**config.mk**
```make
export PLATFORM = sky130hd
export DESIGN_NAME = branch_resolve_unit
export DESIGN_NICKNAME = d
export VERILOG_FILES = /design/src/rtl/bru_pkg.sv /design/src/rtl/bru_fifo.sv /design/src/rtl/branch_resolve_unit.sv
export SDC_FILE = /design/constraint.sdc
export NUM_CORES = 1
export LEC_CHECK = 0
export BUFFER_PORTS_ARGS = -buffer_cell sky130_fd_sc_hd__buf_2
export CAP_MARGIN = 20
export CORE_MARGIN = 2
export CORE_UTILIZATION = 40
export CTS_CLUSTER_DIAMETER = 50
export DETAILED_ROUTE_END_ITERATION = 16
export RECOVER_POWER = 100
export SLEW_MARGIN = 20
export SYNTH_ARGS = -nofsm -noshare
export SYNTH_HDL_FRONTEND = slang
export SYNTH_SLANG_ARGS = --single-unit
export TNS_END_PERCENT = 100
```
**constraint.sdc**
```tcl
create_clock -name clk -period 3.4 [get_ports clk]
set_input_delay 0.68 -clock clk [delete_from_list [all_inputs] [get_ports clk]]
set_output_delay 0.68 -clock clk [all_outputs]
set_load 0.1 [all_outputs]
```
**src/rtl/bru_pkg.sv**
```systemverilog
// Shared definitions for the branch resolve unit: FIFO entry layout helpers,
// the sequential-PC increment and the prediction miss compare.
package bru_pkg;

  localparam int unsigned PC_INC     = 4;
  localparam int unsigned BRU_MAX_PC = 64;

  // Entry packing order (MSB..LSB): pc, taken, target; width 2*PC_W+1.
  function automatic int unsigned bru_entry_w(input int unsigned pc_w);
    return 2 * pc_w + 1;
  endfunction

  // Targets are zero-extended to BRU_MAX_PC so one helper serves any PC width.
  function automatic logic bru_is_miss(
    input logic                  pred_taken,
    input logic [BRU_MAX_PC-1:0] pred_target,
    input logic                  act_taken,
    input logic [BRU_MAX_PC-1:0] act_target
  );
    return (pred_taken != act_taken) || (act_taken && (pred_target != act_target));
  endfunction

endpackage

```
**src/rtl/bru_fifo.sv**
```systemverilog
// In-order storage for in-flight branch predictions with push/pop/clear.
// Clear wins over push and pop; a push while full is taken only alongside a pop.
module bru_fifo
  import bru_pkg::*;
#(
  parameter int DEPTH = 4,
  parameter int W     = 65
) (
  input  logic         clk,
  input  logic         rst,
  input  logic         push_i,
  input  logic         pop_i,
  input  logic         clear_i,
  input  logic [W-1:0] wdata_i,
  output logic [W-1:0] rdata_o,
  output logic         full_o,
  output logic         empty_o
);

  localparam int AW = $clog2(DEPTH);
  localparam logic [AW:0] FULL_CNT = (AW + 1)'(DEPTH);

  logic [W-1:0]  mem_q [DEPTH];
  logic [AW-1:0] head_q, head_d, tail_q, tail_d;
  logic [AW:0]   count_q, count_d;
  logic          do_push_s, do_pop_s;

  assign full_o    = (count_q == FULL_CNT);
  assign empty_o   = (count_q == '0);
  assign rdata_o   = mem_q[head_q];
  assign do_pop_s  = pop_i && !empty_o;
  assign do_push_s = push_i && (!full_o || do_pop_s) && !clear_i;

  // Next-state for pointers and occupancy.
  always_comb begin
    head_d  = head_q;
    tail_d  = tail_q;
    count_d = count_q;
    if (clear_i) begin
      head_d  = tail_q;
      count_d = '0;
    end else begin
      if (do_push_s) begin
        tail_d = tail_q + AW'(1);
      end else begin
        tail_d = tail_q;
      end
      if (do_pop_s) begin
        head_d = head_q + AW'(1);
      end else begin
        head_d = head_q;
      end
      case ({do_push_s, do_pop_s})
        2'b10:   count_d = count_q + (AW + 1)'(1);
        2'b01:   count_d = count_q - (AW + 1)'(1);
        default: count_d = count_q;
      endcase
    end
  end

  // Pointer and count registers.
  always_ff @(posedge clk) begin
    if (rst) begin
      head_q  <= '0;
      tail_q  <= '0;
      count_q <= '0;
    end else begin
      head_q  <= head_d;
      tail_q  <= tail_d;
      count_q <= count_d;
    end
  end

  // Entry storage; contents are qualified by the count, so no reset needed.
  always_ff @(posedge clk) begin
    if (do_push_s) begin
      mem_q[tail_q] <= wdata_i;
    end
  end

endmodule

```
**src/rtl/branch_resolve_unit.sv**
```systemverilog
// Checks in-order branch predictions at resolve, raises flush/redirect and trains BHT/BTB.
// Optional perf counters br_cnt/miss_cnt are built when BRU_PERF_CNT_EN is defined.
module branch_resolve_unit
  import bru_pkg::*;
#(
  parameter int DEPTH = 4,
  parameter int PC_W  = 32
) (
  input  logic            clk,
  input  logic            rst,
  input  logic            pred_valid,
  input  logic            pred_taken,
  input  logic [PC_W-1:0] pred_pc,
  input  logic [PC_W-1:0] pred_target,
  input  logic            res_valid,
  input  logic            res_taken,
  input  logic [PC_W-1:0] res_target,
  output logic            full,
  output logic            empty,
  output logic            mispredict,
  output logic [PC_W-1:0] redirect_pc,
  output logic            upd_valid,
  output logic [PC_W-1:0] upd_pc,
  output logic            upd_taken,
  output logic            overflow,
  output logic            underflow,
  output logic [31:0]     br_cnt,
  output logic [31:0]     miss_cnt
);

  localparam int EW = 2 * PC_W + 1;

  logic [EW-1:0]         head_s;
  logic [PC_W-1:0]       head_pc_s, head_target_s, redirect_d;
  logic                  head_taken_s;
  logic [BRU_MAX_PC-1:0] head_tgt_x_s, res_tgt_x_s;
  logic                  res_fire_s, miss_s, flush_s, push_s, ovf_set_s;
  logic                  mispredict_q, upd_valid_q, upd_taken_q, overflow_q, underflow_q;
  logic [PC_W-1:0]       redirect_q, upd_pc_q;

  assign head_pc_s     = head_s[EW-1:PC_W+1];
  assign head_taken_s  = head_s[PC_W];
  assign head_target_s = head_s[PC_W-1:0];

  // Miss compare against the head entry, with targets widened for the shared helper.
  always_comb begin
    head_tgt_x_s = '0;
    res_tgt_x_s  = '0;
    head_tgt_x_s[PC_W-1:0] = head_target_s;
    res_tgt_x_s[PC_W-1:0]  = res_target;
    miss_s = bru_is_miss(head_taken_s, head_tgt_x_s, res_taken, res_tgt_x_s);
  end

  assign res_fire_s = res_valid && !empty;
  assign flush_s    = res_fire_s && miss_s;
  // A full FIFO can only make room through a resolve that does not flush.
  assign push_s     = pred_valid && !flush_s && (!full || res_fire_s);
  assign ovf_set_s  = pred_valid && full && !(res_fire_s && !miss_s);
  assign redirect_d = res_taken ? res_target : (head_pc_s + PC_W'(PC_INC));

  bru_fifo #(.DEPTH(DEPTH), .W(EW)) u_fifo (
    .clk     (clk),
    .rst     (rst),
    .push_i  (push_s),
    .pop_i   (res_fire_s),
    .clear_i (flush_s),
    .wdata_i ({pred_pc, pred_taken, pred_target}),
    .rdata_o (head_s),
    .full_o  (full),
    .empty_o (empty)
  );

  // Registered resolve outputs and sticky error flags.
  always_ff @(posedge clk) begin
    if (rst) begin
      mispredict_q <= 1'b0;
      upd_valid_q  <= 1'b0;
      upd_taken_q  <= 1'b0;
      redirect_q   <= '0;
      upd_pc_q     <= '0;
      overflow_q   <= 1'b0;
      underflow_q  <= 1'b0;
    end else begin
      mispredict_q <= flush_s;
      upd_valid_q  <= res_fire_s;
      if (res_fire_s) begin
        upd_pc_q    <= head_pc_s;
        upd_taken_q <= res_taken;
        redirect_q  <= redirect_d;
      end
      overflow_q  <= overflow_q || ovf_set_s;
      underflow_q <= underflow_q || (res_valid && empty);
    end
  end

  assign mispredict  = mispredict_q;
  assign upd_valid   = upd_valid_q;
  assign upd_taken   = upd_taken_q;
  assign upd_pc      = upd_pc_q;
  assign redirect_pc = redirect_q;
  assign overflow    = overflow_q;
  assign underflow   = underflow_q;

`ifdef BRU_PERF_CNT_EN
  logic [31:0] br_cnt_q, miss_cnt_q;

  // Saturating counters that advance on the same edge the strobes assert.
  always_ff @(posedge clk) begin
    if (rst) begin
      br_cnt_q   <= 32'd0;
      miss_cnt_q <= 32'd0;
    end else begin
      if (res_fire_s && (br_cnt_q != 32'hFFFF_FFFF)) begin
        br_cnt_q <= br_cnt_q + 32'd1;
      end
      if (flush_s && (miss_cnt_q != 32'hFFFF_FFFF)) begin
        miss_cnt_q <= miss_cnt_q + 32'd1;
      end
    end
  end

  assign br_cnt   = br_cnt_q;
  assign miss_cnt = miss_cnt_q;
`else
  assign br_cnt   = 32'd0;
  assign miss_cnt = 32'd0;
`endif

endmodule

```
After elaboration in Yosys (flattened, before gate mapping). Memory sizes are Yosys's and may differ from the RTL's. A register that Yosys moved wholly into a read port is not among the register bits. Cells that the tools add are included.

Bitwise gates (word level): 1. Eq/ne operators: 5. Add/subtract/negate cells: 5. Muxes and demuxes: 8. Reductions and logical operators: 27.

Operators by type and width (count): adder 32 x 3 -> 32 bit (second input constant) (1); two-way mux 32 bit (1); != test 32 bit (1); logical AND 1 bit (12); two-way mux 2 bit (4); case mux 3 bit (2 select lines) (1); zero test 1 bit (5); logical OR 1 bit (5); adder 2 x 1 -> 2 bit (second input constant) (2); nonzero test 2 bit (2); adder 3 x 1 -> 3 bit (second input constant) (1); equality test 3 bit (second input constant) (1); zero test 3 bit (1); subtractor 3 x 1 -> 3 bit (second input constant) (1); equality test 2 x 1 -> 1 bit (second input constant) (1); equality test 2 bit (second input constant) (1); two-way mux 1 bit (2); AND reduction 2 bit (1); OR reduction 2 bit (1); != test 1 bit (1); NOT 1 bit (1).

RAM bits: 260. Flip-flop bits (word level): 76. Bits of input ports: 102. Memories kept: 1. Output and inout bits: 135. Word-level logic and storage cells: 57.

Memory list: u_fifo.mem_q (words 4, width 65, read ports 1, clocked after Yosys merged registers in 1, wr ports 1, line bru_fifo.sv:23) `logic [W-1:0] mem_q [DEPTH];`.

Depth between registers and ports, before layout. Gate-level depths: netlist of the first run.

Word-level depth: 11. Mapped depth: 18. Mapped depth without buffers: 15.

Cells and area by module. Synthesis of the first run repeated with hierarchy kept, for this count alone.

Cells, all modules: 935. Area total of the unflattened synthesis: 14136.1 um^2.

By module, submodules not included: bru_fifo (cells an instance 396, times used 1, area an instance 9959.6 um^2); branch_resolve_unit (cells an instance 539, times used 1, area an instance 4176.5 um^2).

Worst setup path before layout of the first run. Ideal clock, no wire load.

Path kind: reg-to-reg. Start point: register u_fifo.count_q[0]. End point: memory u_fifo.mem_q[0][0], enable pin. Path slack: -0.999 ns. Library setup time: 0.394 ns. Cell stages (with the launch flop): 6. Period minus slack after synthesis: 4.399 ns. Arrival: 4.005 ns. Path through: dfxtp_1 nor3_1 nand2b_1 buf_2 o221a_4 and2_2.

Longest elaborated chain between the ends: 11. Elaborated cells on any way between the ends: 16.

Ends and longest elaborated chain: start: declaration (line bru_fifo.sv:25) `logic [AW:0] count_q, count_d;`; start signal: assignment (line bru_fifo.sv:70) `count_q <= count_d;`; zero test 3 bit * (line bru_fifo.sv:29) `assign empty_o = (count_q == '0);`; named net empty (line branch_resolve_unit.sv:19) `output logic empty,`; zero test 1 bit * (line bru_fifo.sv:31, branch_resolve_unit.sv:54); logical AND 1 bit (line branch_resolve_unit.sv:54) `assign res_fire_s = res_valid && !empty;`; logical AND 1 bit (line branch_resolve_unit.sv:55) `assign flush_s = res_fire_s && miss_s;`; zero test 1 bit (line bru_fifo.sv:32, branch_resolve_unit.sv:57); logical AND 1 bit (2 in series) (line branch_resolve_unit.sv:57) `assign push_s = pred_valid && !flush_s && (!full || res_fire_s);`; logical AND 1 bit (line bru_fifo.sv:32) `assign do_push_s = push_i && (!full_o || do_pop_s) && !clear_i;`; logical AND 1 bit * (line bru_fifo.sv:32); two-way mux 1 bit * (line bru_fifo.sv:76) `if (do_push_s) begin`; two-way mux 1 bit (implied by the code) * (line bru_fifo.sv:77) `mem_q[tail_q] <= wdata_i;`; end: declaration (line bru_fifo.sv:23).

Mark *: on every way through the listed nets, which the timed path passes. The rest lies on a longest branch.

==> flow_summary.json, run 1 <==
{
  "port_buffers": 172,
  "antenna_left": 0,
  "synth_area_um2": 14100,
  "grt-ovfl-total": 0,
  "dp_hpwl_um": 25100,
  "drt-total-wl_um": 35800,
  "grt.total_usage_pct": 19.0,
  "status": "finished clean",
  "dpl-instance-area_um2": 15700,
  "die_x_um": 192,
  "final_nets": 1325,
  "worstPathRequired_ps": 3850,
  "io_pins": 237,
  "r2r_slack_ps": 60,
  "nFillCells": 2972,
  "synth-simple-area-share_pct": 7.19,
  "fmax_ghz": 0.299,
  "layout_setup_ws_ps": 57.2,
  "worst_slew_margin_rel_pct": 7.87,
  "htree_levels": 2,
  "p_leak_nw": 6.08,
  "clockRootBuffer": "clkbuf_16",
  "cts.sinks": 338,
  "chipHeight_um": 192,
  "stdcell_area_um2": 17200,
  "yosysUniqueCellTypes": 58,
  "grt_pass1_wl_um": 51400,
  "async_flop_share_pct": 0,
  "layout_commonest_cell": "edfxtp_1",
  "core_um2": 34600,
  "dp_slack_ps": -62.8,
  "cts_buffer_depth": 3,
  "cts_buffers": 40,
  "grt_start_max_net_pins": 60,
  "drive_gt1_share_pct": 24.8,
  "min_path_type": "in -> reg",
  "power.total_mw": 14.6,
  "via_per_inst": 5.08,
  "vias": 8661,
  "synth-seq-cells": 338,
  "finalCriticalPeriod_ps": 3340,
  "synth_seq_area_share_pct": 66.3,
  "initial_core_util_pct": 40.8,
  "num_rows": 68,
  "muxShareOfSynthArea_pct": 10.8,
  "dieArea_um2": 36800,
  "min_period_over_period_pct": 98.3,
  "yosys_warnings": 0,
  "worst_clock_skew_ps": 22.1,
  "synth_edf_count": 260,
  "finalHoldViolCount": 0,
  "ir_worst_vdd_v": 0.000812,
  "detail_route.wl_per_cell_um": 21.0,
  "synth_xor_xnor_area_share_pct": 3.28,
  "clock_latency_ps": 530,
  "yosys.area_share.adder_pct": 0.673,
  "final_cell_mix": "edfxtp_1 (260), nand2_1 (140), buf_2 (93)",
  "r2r-end": "u_fifo.count_q[1]",
  "cts_tree": "built",
  "grt_pass1_vias": 8283,
  "synth_ff_type": "edfxtp_1",
  "arrival_ps": 3790,
  "drv_slew": 0,
  "critical_path_class": "reg -> reg",
  "drc": 0,
  "synth_compound_area_share_pct": 5.83,
  "worstMarginPinSlew_ps": 1380,
  "cellPowerDensity_nw_per_um2": 848,
  "syn_inst": 980,
  "rsz0062_at_grt": "true",
  "routabilityCongestion": 0.818,
  "post-route-util_pct": 49.7,
  "cp_max_fo": 5,
  "syn_avg_cell_area_um2": 14.4,
  "synth_top_family_by_area": "multiplexers",
  "drt_iter0_drc": 633,
  "startpoint_type": "flip-flop",
  "drt-pass1-iter-count": 5,
  "areaGrowthSynthToFinish_pct": 21.8,
  "crit_end": "u_fifo.count_q[1]",
  "antenna_found_initial": 3,
  "path_clk_slew_ps": 60,
  "crit_path_end_kind": "flip-flop",
  "reg2reg_depth": 16,
  "maxCapViolCount": 0,
  "setup-tns-final_ps": 0,
  "setup_violations": 0
}
==> state kept, by name, summed over array words and instances (netlist names), named ones only <==
name and count:
mispredict 1, overflow 1, redirect_pc 32, u_fifo.count_q 3, u_fifo.head_q 2, u_fifo.mem_q 260
u_fifo.tail_q 2, underflow 1, upd_pc 32, upd_taken 1, upd_valid 1
==> worst max-delay path, stage by stage (launching register included) <==
cell,delay [ps]
dfxtp_4,420
buf_12,130
buf_8,100
mux4_2,490
xnor2_1,170
nand2_1,140
a2111oi_4,350
nand3_2,140
o22ai_4,160
o221a_4,210
inv_2,40
ha_4,150
inv_2,50
fa_1,400
nor2_1,110
a21oi_1,50
nor3_1,150
==> worst min-delay path by stage <==
stage | slack [ps] | start | endpoint | cells past startpoint
after floorplan | 470 | u_fifo.tail_q[1] | u_fifo.tail_q[1] | 2
after global routing | 410 | pred_target[30] | u_fifo.mem_q[1][30] | 1
after global placement | 440 | redirect_pc[9] | redirect_pc[9] | 2
after detailed placement | 440 | redirect_pc[9] | redirect_pc[9] | 2
final | 400 | pred_target[9] | u_fifo.mem_q[2][9] | 1
after CTS | 350 | pred_target[12] | u_fifo.mem_q[2][12] | 1
==> what timing repair did <==
| item | CTS | global route |
|---|---|---|
| hold buffers | 0 | 0 |
| setup buffers | 2 | 8 |
| hold endpoints to repair | 0 | 0 |
| gates resized for setup | 0 | 14 |
| endpoints found under the setup margin | 2 | 220 |
| gates cloned | 0 | 6 |
| pin swaps | 0 | 10 |
==> logic make-up after synthesis <==
family,Yosys count
muxes,80
xor gates and xnor gates,53
other,1
AOI/OAI and AO/OA,138
adders and majority gates,7
and+or+nand+nor,224
buffers and inverters,139
DFF,338
==> Yosys cell counts, types with 2 or more instances <==
cell type	count	area (µm²)
edfxtp_1	260	7810
nand2_1	140	526
dfxtp_1	78	1560
a21oi_1	77	385
buf_4	66	495
mux4_2	51	1150
xnor2_1	31	272
inv_1	28	105
clkbuf_1	25	93.8
o21ai_0	24	120
nor2_1	23	86.3
xor2_1	22	193
mux2i_1	19	190
nand3_1	11	55.1
buf_2	10	50.1
nor3_1	10	50.1
a31oi_1	7	43.8
nand4_1	7	43.8
a211oi_1	6	45.0
ha_1	6	75.1
buf_1	5	18.8
mux4_1	5	131
and2_1	4	25.0
and2_2	4	30.0
and3_1	4	25.0
and4_1	4	35.0
buf_6	4	45.0
mux2_2	4	45.0
nand2b_1	4	25.0
o211ai_1	3	22.5
o221ai_1	3	26.3
a221oi_1	2	17.5
and4_4	2	22.5
nor4_1	2	12.5
o2111ai_1	2	17.5
o21ai_1	2	10.0
o22ai_1	2	12.5
o2bb2ai_1	2	17.5
or2_1	2	12.5
==> per-layer routing <==
metal / part of all wire, % / up-vias / track usage (%)
li1: - / 4001 / -
met1: 44 / 4264 / 26.8
met2: 47 / 342 / 30.3
met3: 7.2 / 52 / 3.91
met4: 1.9 / 2 / 4.76
met5: 0.053 / - / 0
==> metrics by stage <==
step,hold slack [ps],instances
detailed placement,444,1614
finish,402,1706
floorplan,468,1043
CTS,348,1690
global placement,439,1614
global route,413,1704
==> final cells by class <==
| class | count | area, µm² | share of cell area, % |
|---|---|---|---|
| multi-input combinational | 566 | 4230 | 24.6 |
| inverter | 28 | 105 | 0.611 |
| tap | 455 | 569 | 3.31 |
| clock inverter | 24 | 235 | 1.37 |
| timing repair buffer | 242 | 1580 | 9.20 |
| clock buffer | 50 | 1100 | 6.42 |
| antenna | 3 | 7.51 | 0.0436 |
| sequential | 338 | 9380 | 54.5 |
==> power by group <==
group	switching (mW)	internal, mW
clock	1.71	2.51
combinational	3.65	1.39
sequential	0.231	5.11
total	5.59	9.01
(Power assumes the default switching activity.)
==> run 2, diff against run 1 <==
--- a/config.mk
+++ b/config.mk
@@ -11,7 +11,7 @@
 export CORE_UTILIZATION = 40
 export CTS_CLUSTER_DIAMETER = 50
 export DETAILED_ROUTE_END_ITERATION = 16
-export RECOVER_POWER = 100
+export RECOVER_POWER = 50
 export SLEW_MARGIN = 20
 export SYNTH_ARGS = -nofsm -noshare
 export SYNTH_HDL_FRONTEND = slang
==> constraint.sdc (replaced) <==
create_clock -name clk -period 3.4 [get_ports clk]
set_input_delay 0.17 -clock clk [delete_from_list [all_inputs] [get_ports clk]]
set_output_delay 0.17 -clock clk [all_outputs]
set_load 0.1 [all_outputs]
==> run 2 against run 1 <==
Against the previous run:
- the run now ends with max-capacitance violations, max-slew violations, negative setup slack left
- final cell count is 3.6% higher
- via count rose by 4.2%
- non-clock buffer count up 67
- global-route usage up 0.46 points
- sequential power is essentially flat
- sequential cell count unchanged
- first-iteration DRC count is 3.5% lower
- largest cell class unchanged
==> flow_summary.json, run 2 (same netlist as run 1, synthesis figures left out) <==
{
  "finalCriticalPeriod_ps": 3430,
  "dieArea_um2": 36800,
  "ir_worst_vdd_v": 0.000738,
  "max_stage_delay_ps": 510,
  "drt-total-wl_um": 37000,
  "nFillCells": 2978,
  "crit_path_end_kind": "flip-flop",
  "maxCapViolCount": 1,
  "via_per_inst": 5.11,
  "crit_top_cell": "inv_2",
  "violations": "max-capacitance violations, max-slew violations, negative setup slack",
  "whs_path_depth": 3,
  "cp_cell_sequence": "buf_8 -> buf_6 -> mux4_2 -> xnor2_2 -> o2111ai_2 -> a2111oi_4 -> nand3_2 -> o22ai_4 -> o221a_4 -> inv_2 -> ha_4 -> inv_2 -> fa_2 -> xor2_1 -> nor2_1 -> xnor2_1 -> nor3_1",
  "drive_gt1_share_pct": 19.9,
  "startpoint_type": "flip-flop",
  "worst_clock_skew_ps": 20.8,
  "fmax_ghz": 0.291,
  "cp_max_fo": 4,
  "swShare_pct": 37.6,
  "dp_slack_ps": -106,
  "layout_commonest_cell": "edfxtp_1",
  "port_buffers": 172,
  "min_period_over_period_pct": 101,
  "cts.sinks": 338,
  "power_switching_mw": 5.57,
  "stdcell_area_um2": 17900,
  "min_path_type": "in -> reg",
  "pwr-share-comb_pct": 33.9,
  "chipHeight_um": 192,
  "drt-pass1-iter-count": 5,
  "layout_setup_ws_ps": -32.8,
  "vias": 9026,
  "drv_slew": 46,
  "crit_slowest_cell": "mux4_2",
  "path_clk_slew_ps": 60,
  "largest_reg_flops": 260,
  "power.total_mw": 14.8,
  "cellPowerDensity_nw_per_um2": 826,
  "p_int_mw": 9.23,
  "cts_buffers": 40,
  "grt.total_usage_pct": 19.5,
  "p_leak_nw": 6.19,
  "routabilityCongestion": 0.794,
  "top_register": "u_fifo.mem_q",
  "arrival_ps": 3860,
  "io_pins": 237,
  "critical_path_class": "reg -> reg",
  "antenna_left": 0,
  "clockRootBuffer": "clkbuf_16",
  "reg2reg_depth": 17,
  "regArea_um2": 9380,
  "drc": 0,
  "status": "complete, but fails checks",
  "cp_top_family": "compound AO/OA/AOI/OAI gates",
  "clock_latency_ps": 530,
  "dp_hpwl_um": 25300,
  "grt_start_max_net_pins": 60,
  "cts_tree": "built",
  "r2r-end": "u_fifo.count_q[2]",
  "r2r_slack_ps": -30,
  "dpl-instance-area_um2": 15600,
  "die_x_um": 192,
  "core_um2": 34600,
  "cts_buffer_depth": 3,
  "antenna_cells": 0,
  "grt_pass1_wl_um": 52900,
  "finalHoldViolCount": 0,
  "worstPathRequired_ps": 3820,
  "grt_pass1_vias": 8651,
  "rsz0062_at_grt": "true",
  "setup_violations": 2,
  "detail_route.wl_per_cell_um": 20.9,
  "cp_num_buf_inv": 4,
  "worst_slew_margin_rel_pct": -38.1,
  "worstHoldStart": "res_target[13]",
  "whs_endpoint": "redirect_pc[13]",
  "grt-ovfl-total": 0,
  "pwr-share-seq_pct": 36.1,
  "setup-tns-final_ps": -42.8,
  "worstMarginPinSlew_ps": 2070,
  "final_nets": 1392,
  "num_rows": 68,
  "initial_core_util_pct": 40.8,
  "areaGrowthSynthToFinish_pct": 26.7,
  "htree_levels": 2,
  "p_clk_share_pct": 30.0,
  "multi_input_area_um2": 4280,
  "drt_iter0_drc": 611,
  "antenna_found_initial": 1,
  "final_cell_mix": "edfxtp_1 (260), nand2_1 (140), clkbuf_1 (138)"
}
## run 2: timing repair
action,CTS,global route
buffers inserted,5,4
setup endpoints to repair,248,214
gates resized for setup,3,32
hold buffers,67,0
endpoints found under the hold margin,262,0
cloned,0,8
pin swaps,1,15
## run 2: per-layer routing
layer  global-route usage [%]  routed length, µm  up-vias
li1                         -                  -     4120
met1                     27.6              16100     4461
met2                     31.1              17400      389
met3                     3.40               2660       54
met4                     5.53                820        2
met5                        0                 13        -
## run 2: worst max-delay path by stage
| stage | from | to | slack [ps] | cells after the start |
|---|---|---|---|---|
| detailed placement | flip-flop | u_fifo.count_q[2] | -110 | 17 |
| finish | flip-flop | u_fifo.count_q[2] | -30 | 17 |
| CTS | flip-flop | u_fifo.count_q[2] | 9 | 16 |
| global placement | flip-flop | u_fifo.count_q[1] | -20 | 15 |
| global route | flip-flop | u_fifo.count_q[2] | -190 | 17 |
| floorplan | flip-flop | u_fifo.mem_q[0][0] | -160 | 9 |
## run 2: tightest hold or removal path: stages
cell and delay, ps:
buf_2 150, nand3_1 90, a31oi_1 80
## run 2: cell type report
cell class              instances  share of cell area (%)
clock buffers                  49                    6.14
clock inverters                23                    1.66
inverters                      28                   0.587
multi-input cells             566                    23.9
flip-flops and latches        338                    52.4
well taps                     455                    3.18
repair buffers                309                    12.2
## run 2: per-stage QoR
| step | hold WS (ps) | util, % | instances |
|---|---|---|---|
| after floorplan | 269 | - | 1043 |
| after global placement | 387 | 45.1 | 1613 |
| after detailed placement | 386 | 45.1 | 1613 |
| after CTS | 4.26 | 51.2 | 1757 |
| after global routing | 26.3 | 51.7 | 1768 |
| final | 37.2 | 51.7 | 1768 |
## run 2: power groups by stage
stage | logic (mW) | registers (mW) | clock network (mW)
3_5_place_dp | 4.81 | 5.44 | 0
4_1_cts | 4.93 | 5.35 | 4.51
3_3_place_gp | 4.78 | 5.42 | 0
2_1_floorplan | 2.21 | 6.83 | 0
5_1_grt | 5.30 | 5.40 | 4.67
6_report | 5.02 | 5.34 | 4.43
